<file path="src/rtl/mux_scan_pkg.sv">
// Shared types and constants for the 16:1 mux scan sequencer.
package mux_scan_pkg;

    localparam int unsigned NUM_CH   = 16;
    localparam int unsigned SEL_LO_W = 2;
    localparam int unsigned SEL_HI_W = 2;
    localparam int unsigned DWELL_W  = 4;
    localparam int unsigned CNT_W    = 5;

    typedef enum logic [2:0] {
        IDLE   = 3'd0,
        CHAN   = 3'd1,
        SETTLE = 3'd2,
        SAMPLE = 3'd3,
        DONE   = 3'd4
    } state_t;

endpackage

</file>
<file path="src/rtl/mux_scan_dwell_cnt.sv">
// Loadable down-counter timing the settle interval; o_last_c flags the final settle cycle.
module mux_scan_dwell_cnt
    import mux_scan_pkg::*;
(
    input  logic               clk,
    input  logic               rst,
    input  logic               i_load,
    input  logic [DWELL_W-1:0] i_load_val,
    input  logic               i_dec,
    output logic               o_last_c
);

    logic [DWELL_W-1:0] r_count;

    always_ff @(posedge clk or posedge rst) begin
        if (rst) begin
            r_count <= '0;
        end else if (i_load) begin
            r_count <= i_load_val;
        end else if (i_dec && (r_count != '0)) begin
            r_count <= r_count - DWELL_W'(1);
        end
    end

    assign o_last_c = (r_count == DWELL_W'(1));

endmodule

</file>
<file path="src/rtl/mux_scan_ctrl.sv">
// Sweeps the select lines of a 16:1 mux, sampling each enabled channel after a settle time.
// Optional MUX_SCAN_PARITY_EN adds a registered parity output (XOR of result) updated with done.
module mux_scan_ctrl
    import mux_scan_pkg::*;
#(
    parameter int unsigned DWELL = 2,
    parameter int unsigned CH_W  = 4
) (
    input  logic                clk,
    input  logic                rst,
    input  logic                start,
    input  logic [NUM_CH-1:0]   chan_mask,
    input  logic                mux_out,
    output logic [SEL_LO_W-1:0] s1,
    output logic [SEL_HI_W-1:0] s2,
    output logic                busy,
    output logic                done,
    output logic [NUM_CH-1:0]   result,
    output logic [CNT_W-1:0]    sample_cnt
`ifdef MUX_SCAN_PARITY_EN
    ,
    output logic                parity
`endif
);

    state_t              r_state;
    logic [CH_W-1:0]     r_ch;
    logic [NUM_CH-1:0]   r_mask;
    logic [NUM_CH-1:0]   r_result;
    logic [CNT_W-1:0]    r_cnt;
    logic                r_busy;
    logic                r_done;
    logic [NUM_CH-1:0]   w_result_nxt;
    logic                w_ch_en;
    logic                w_advance;
    logic                w_last;
`ifdef MUX_SCAN_PARITY_EN
    logic                r_parity;
`endif

    assign w_ch_en   = r_mask[r_ch];
    assign w_advance = ((r_state == CHAN) && !w_ch_en) || (r_state == SAMPLE);

    // Result as it will look after the current channel retires.
    always_comb begin
        w_result_nxt       = r_result;
        w_result_nxt[r_ch] = (r_state == SAMPLE) ? mux_out : 1'b0;
    end

    mux_scan_dwell_cnt u_dwell (
        .clk        (clk),
        .rst        (rst),
        .i_load     ((r_state == CHAN) && w_ch_en),
        .i_load_val (DWELL_W'(DWELL)),
        .i_dec      (r_state == SETTLE),
        .o_last_c   (w_last)
    );

    always_ff @(posedge clk or posedge rst) begin
        if (rst) begin
            r_state  <= IDLE;
            r_ch     <= '0;
            r_mask   <= '0;
            r_result <= '0;
            r_cnt    <= '0;
            r_busy   <= 1'b0;
            r_done   <= 1'b0;
`ifdef MUX_SCAN_PARITY_EN
            r_parity <= 1'b0;
`endif
        end else begin
            r_done <= 1'b0;
            if (w_advance) begin
                r_result <= w_result_nxt;
                if (r_state == SAMPLE) begin
                    r_cnt <= r_cnt + CNT_W'(1);
                end
                if (r_ch == CH_W'(NUM_CH - 1)) begin
                    r_state <= DONE;
                    r_busy  <= 1'b0;
                    r_done  <= 1'b1;
`ifdef MUX_SCAN_PARITY_EN
                    r_parity <= ^w_result_nxt;
`endif
                end else begin
                    r_ch    <= r_ch + CH_W'(1);
                    r_state <= CHAN;
                end
            end else begin
                case (r_state)
                    IDLE: begin
                        if (start) begin
                            r_mask   <= chan_mask;
                            r_result <= '0;
                            r_cnt    <= '0;
                            r_ch     <= '0;
                            r_busy   <= 1'b1;
                            r_state  <= CHAN;
                        end
                    end
                    CHAN: begin
                        // Only enabled channels reach here; zero dwell skips SETTLE.
                        r_state <= (DWELL == 0) ? SAMPLE : SETTLE;
                    end
                    SETTLE: begin
                        if (w_last) begin
                            r_state <= SAMPLE;
                        end
                    end
                    DONE: begin
                        r_state <= IDLE;
                    end
                    default: begin
                        r_state <= IDLE;
                    end
                endcase
            end
        end
    end

    assign s1         = r_ch[SEL_LO_W-1:0];
    assign s2         = r_ch[SEL_LO_W+SEL_HI_W-1:SEL_LO_W];
    assign busy       = r_busy;
    assign done       = r_done;
    assign result     = r_result;
    assign sample_cnt = r_cnt;
`ifdef MUX_SCAN_PARITY_EN
    assign parity     = r_parity;
`endif

endmodule

</file>
<file path="config.mk">
export PLATFORM = sky130hd
export DESIGN_NAME = mux_scan_ctrl
export DESIGN_NICKNAME = d
export VERILOG_FILES = /design/src/rtl/mux_scan_pkg.sv /design/src/rtl/mux_scan_dwell_cnt.sv /design/src/rtl/mux_scan_ctrl.sv
export SDC_FILE = /design/constraint.sdc
export NUM_CORES = 1
export LEC_CHECK = 0
export BUFFER_PORTS_ARGS = -buffer_cell sky130_fd_sc_hd__buf_4
export CORE_MARGIN = 5
export CORE_UTILIZATION = 49
export CTS_CLUSTER_SIZE = 14
export DETAILED_ROUTE_END_ITERATION = 8
export PLACE_DENSITY = 0.78
export SYNTH_ARGS = -nofsm -noshare
export SYNTH_HDL_FRONTEND = slang
export SYNTH_SLANG_ARGS = --single-unit
</file>
<file path="constraint.sdc">
create_clock -name clk -period 2.45 [get_ports clk]
set_clock_uncertainty 0.05 [all_clocks]
set_input_delay 0.49 -clock clk [delete_from_list [all_inputs] [get_ports clk]]
set_output_delay 0.49 -clock clk [all_outputs]
set_load 0.1 [all_outputs]
</file>
# Word-level counts from Yosys, hierarchy flattened
# Cells that the tools add are included.
dict set report word_totals {
  in_bits 20
  register_bits 50
}
dict set report classes {
  n_addsub 3
  n_bitwise 1
  n_lt_le_gt_ge 2
  n_eq_ne 10
  mux 30
  n_reduce_logical 17
}
# cell count
set op_table {}
lappend op_table {{$mux 16} 3}
lappend op_table {{$mux 4} 6}
lappend op_table {{$mux 5} 4}
lappend op_table {{$bwmux 16} 1}
lappend op_table {{$mux 3} 4}
lappend op_table {{$reduce_and 3->1} 4}
lappend op_table {{$mux 1} 9}
lappend op_table {{$pmux 3 s3} 1}
lappend op_table {{$eq 3x2->1 const B} 2}
lappend op_table {{$ne 3x3->1 const B} 2}
lappend op_table {{$reduce_bool 2->1} 3}
lappend op_table {{$add 5x1->5 const B} 1}
lappend op_table {{$lt 4x5->1 const B} 1}
lappend op_table {{$add 4x1->4 const B} 1}
lappend op_table {{$bmux 1 s4} 1}
lappend op_table {{$demux 1 s4} 1}
lappend op_table {{$eq 4x1->1 const B} 1}
lappend op_table {{$eq 4x4->1 const B} 1}
lappend op_table {{$ge 4x1->1 const B} 1}
lappend op_table {{$logic_and 1x1->1} 4}
lappend op_table {{$ne 2x1->1 const B} 2}
lappend op_table {{$reduce_and 2->1} 2}
lappend op_table {{$reduce_bool 4->1} 1}
lappend op_table {{$sub 4x1->4 const B} 1}
lappend op_table {{other kinds (6)} 6}

# Depth between registers and ports, before layout
dict set report depth {
  ltp_word 7
  depth_mapped 8
  ltp_nobuf 6
}

# Modules after synthesis
# A second synthesis with hierarchy kept.
dict set report unflattened {
  hier_cells 292
  hier_area_um2 2712.6
}
# module cells_per_inst n_inst area_per_inst_um2
set modules_own_cells {}
lappend modules_own_cells {mux_scan_ctrl 262 1 2426.1}
lappend modules_own_cells {mux_scan_dwell_cnt 30 1 286.5}

# Worst setup path before layout
# OpenSTA, ideal clock, no wires.
dict set report synth_path {
  kind {register to register}
  from {reg r_ch[1]}
  to {reg r_ch[2]}
  path_stages_with_launch 8
  setup_ps 131
  path_buffers 2
  path_slack_ps -506
  t_arrival_ps 2775
  cell_sequence {dfrtp_1 > buf_6 > mux4_2 > or2_1 > a31o_1 > buf_6 > o311a_1 > or3_1}
}
dict set report synth_via {
  elab_chain_cells 7
  word_cells_on_any_way 13
}
# item line
set synth_lines {}
lappend synth_lines {{start: declaration} mux_scan_ctrl.sv:27} ;# logic [CH_W-1:0] r_ch;
lappend synth_lines {{start signal: assignment} mux_scan_ctrl.sv:86} ;# r_ch <= r_ch + CH_W'(1);
lappend synth_lines {{$bmux 1 s4} mux_scan_ctrl.sv:41} ;# assign w_ch_en = r_mask[r_ch];
lappend synth_lines {{$mux 1 (implied by the code)} mux_scan_ctrl.sv:41}
lappend synth_lines {{$logic_not 1->1} mux_scan_ctrl.sv:42} ;# assign w_advance = ((r_state == CHAN) && !w_ch_en) || (r_state == SAMPLE);
lappend synth_lines {{$logic_and 1x1->1} mux_scan_ctrl.sv:42}
lappend synth_lines {{$logic_or 1x1->1} mux_scan_ctrl.sv:42}
lappend synth_lines {{$ne 2x2->1 (no source line) or $reduce_bool 2->1 (tied branches)} n/a}
lappend synth_lines {{$reduce_and 3->1 (no source line)} n/a}
# Several ways; a longest one is shown, not always the timed one. The select of a mux whose other input is x is not followed.
# A chain may end at the register's enable or synchronous reset.

# Worst setup path in the final report
# Ends and elaborated chain as after synthesis.

==> metrics.md <==
| Metric | Value |
|---|---|
| EDFF count, synth | `0` |
| Slowest-stage cell, CP | `mux4_2` |
| CP Data Arrival Time | `2.41 ns` |
| Critical path type | `reg2reg` |
| Ys async rst share | `100.0%` |
| Synth area leaders | `dfrtp_1 (51%), nand2_1 (9.3%), a41oi_1 (5.4%)` |
| Slew Limit Fails | `0` |
| Final period utilization | `92.69%` |
| DRT iter0 DRCs | `133` |
| Worst slew pin tran | `0.6205 ns` |
| Maximum buffer depth of the clock tree | `2` |
| Full die area | `6522 um2` |
| Yosys reg bits | `50` |
| # setup viols final | `0` |
| IO Count | `47` |
| Via count of the first global-routing pass | `1963` |
| Clk_lat worst skew | `0.30 ns` |
| Netlist cell types | `43` |
| Core area | `4786 um2` |
| Reg-to-Reg End | `r_ch[2]$_DFFE_PP0P_` |
| Worst-path maximum fanout | `9` |
| Post-synthesis compound-gate area fraction | `16.01%` |
| Crit-path cells | `mux4_2 -> or2_1 -> a31o_1 -> o311a_1 -> or3_1` |
| Synthesized instance count | `248` |
| ANT nets after route | `0` |
| Initial Util | `51.27%` |
| CTS root buf | `clkbuf_8` |
| Router iterations before antenna repair | `4` |
| Fillers | `407` |
| LEAKAGE | `1.461 nW` |
| Htree depth | `2` |
| Ys flop type | `dfrtp_1` |
| Post-synthesis mux area share | `4.488%` |
| Area of the mapped netlist | `2454 um2` |
| Slowest stage delay, CP | `0.49 ns` |
| Max_cap viols | `0` |
| Reg2Reg Setup Slack | `0.18 ns` |
| Gr ovfl total | `0` |
| Mean Syn Cell Area | `9.894 um2` |
| Die Height | `80.76 um` |
| Most numerous cell in the Yosys netlist | `nand2_1` |
| Synth Warn # | `0` |
| Post-Synth XOR/XNOR Area | `1.428%` |
| DP Worst Slack | `0.1923 ns` |
| Drt wl/cell | `15.23 um` |
| Reg clk slew, reported paths | `0.09 ns` |
| Pwr dens | `1426 nW/um2` |
| Req. time, crit path | `2.59 ns` |
| Top-area cell type share of the netlist area | `50.99%` |
| Area Growth Syn to Fin | `21.16%` |
| Largest family of logic cells by synthesized area | `simple AND/OR/NAND/NOR gates` |
| Placed cells | `354` |
| Crit Reg-Reg Startpoint | `r_ch[1]$_DFFE_PP0P_` |
| Finished Layout Cells | `362` |
| Via/cell ratio | `5.588` |
| Syn Nets | `275` |
| CTS tree | `yes` |
| Number of diodes | `0` |
| Status | `finished, final reports clean` |
| Final Critical Period | `2.271 ns` |
| Largest net degree at the start of global routing | `51` |
| Final Hold Fails | `0` |
| Sink Count | `50` |
| TritonCTS buffer count | `5` |
| Cell accounting for the most synthesized area | `dfrtp_1` |
| Post-CTS Setup Inserts | `0` |
| Final nets | `321` |
| Routed WL | `5513 um` |
| Initial antenna violation count | `0` |
| Element type at the critical path end | `register` |
| First-pass GRT wire length | `9252 um` |
| Chip width | `80.76 um` |
| Layout cells sized above 1 | `25.42%` |
| Worst r2r path cells | `5` |
| Port Buffers | `46` |
| Adder-cell share of the synthesized area | `3.570%` |
| Fin worst setup slack | `0.1792 ns` |
| Vias | `2023` |
| # DRC | `0` |
| GPL Wtd Cong | `0.7940` |
| CP startpoint kind | `register` |
| Resize count post-CTS | `0` |
| Max Clock Freq | `440.4 MHz` |
| Worst min path class | `in2async` |
| Share of the yosys chip area belonging to registers | `50.99%` |
| Worst slew margin | `58.64%` |
| Row cnt | `25` |
| Synth top cells by count | `nand2_1 (61), dfrtp_1 (50), a22oi_1 (15), a41oi_1 (15), nor2_1 (15)` |
| Hold_buf cts | `0` |
| Detailed Place HPWL | `3901 um` |
| GR Util All Layers | `18.05%` |
| RSZ-0062 raised after global routing | `no` |
| Peak supply drop | `0.0006959 V` |
| Simple-gate share of the synthesized area | `19.48%` |
-- layout by cell type (no fill, tap or decap), types with 2 or more instances in the layout --
cell type and instances:
nand2_1 61, a41oi_1 15, mux4_2 3, nand3_1 3, or2_2 2, mux2_2 2, or3_1 2, ha_1 7
o21ai_0 8, and3_1 5, a31oi_1 3, buf_4 55, mux2i_1 2, xor2_1 3, a22oi_1 15, clkbuf_8 6
nor3b_1 2, dfrtp_1 48, nor2_1 15, a22o_1 2, nor3_1 3, nand2b_1 2, nor2b_1 3, inv_1 5
dfrtp_2 2
-- worst max path at each step --
stage                                      to  depth (start not counted)           startpoint
after floorplan           r_ch[2]$_DFFE_PP0P_                          7  r_ch[1]$_DFFE_PP0P_
after global placement    r_ch[2]$_DFFE_PP0P_                          5  r_ch[1]$_DFFE_PP0P_
after detailed placement  r_ch[2]$_DFFE_PP0P_                          5  r_ch[1]$_DFFE_PP0P_
after CTS                 r_ch[2]$_DFFE_PP0P_                          5  r_ch[1]$_DFFE_PP0P_
after global routing      r_ch[2]$_DFFE_PP0P_                          5  r_ch[1]$_DFFE_PP0P_
final                     r_ch[2]$_DFFE_PP0P_                          5  r_ch[1]$_DFFE_PP0P_
-- worst max-delay path: cells and delay by family, from the launching register on --
kind / cells / cell delay [ns]
and+or+nand+nor: 2 / 0.53
DFF: 1 / 0.43
muxes: 1 / 0.49
AOI/OAI and AO/OA: 2 / 0.66
-- area by class of cell --
| type | count | area (um2) | share of cell area [%] |
|---|---|---|---|
| multi-input combinational | 176 | 1109 | 37.29 |
| inverter | 6 | 22.52 | 0.7576 |
| timing repair buffer | 55 | 412.9 | 13.89 |
| sequential | 50 | 1254 | 42.17 |
| clock inverter | 1 | 5.005 | 0.1684 |
| tap | 67 | 83.83 | 2.820 |
| clock buffer | 7 | 86.33 | 2.904 |
-- where the power goes --
| group | switching [W] | internal [W] | total [W] |
|---|---|---|---|
| clock network | 0.000259 | 0.000228 | 0.000487 |
| registers | 0.000264 | 0.00111 | 0.00138 |
| logic | 0.00167 | 0.000709 | 0.00237 |
| total | 0.00219 | 0.00205 | 0.00424 |
-- per-layer routing --
layer  global-route usage, %  part of all wire (%)
met5                       0                     0
met2                   29.30                    49
met4                   6.081                   1.3
met3                   4.545                   5.9
met1                   23.69                    43
-- cells by family (layout without fill, tap and decap cells) --
logic type | after synthesis | in the layout
XOR/XNOR | 4 | 4
buffers and inverters | 22 | 69
AND/OR/NAND/NOR | 106 | 106
adder cells (fa/ha/maj) | 7 | 7
flip-flops | 50 | 50
AO/OA/AOI/OAI | 52 | 52
multiplexers | 7 | 7
-- flip-flops by register name, indices dropped and copies added, names as in the netlist --
signal and count:
sample_cnt 5, u_dwell.r_count 4, r_mask 16, r_ch 4
r_state 3, result 16, done 1, busy 1
-- through the flow --
stage	power, W	TNS [ns]	instance area [um2]	hold slack [ns]	util [%]
3_5_place_dp	0.003762	0	2882	0.4136	60.21
6_report	0.004241	0	2973	0.3039	62.12
4_1_cts	0.004259	0	2973	0.3160	62.12
2_1_floorplan	0.003227	-1.042	2460	0.3901	-
5_1_grt	0.004509	0	2973	0.3230	62.12
3_3_place_gp	0.003708	0	2882	0.4097	60.21
Power figures use the tool's default switching activity.
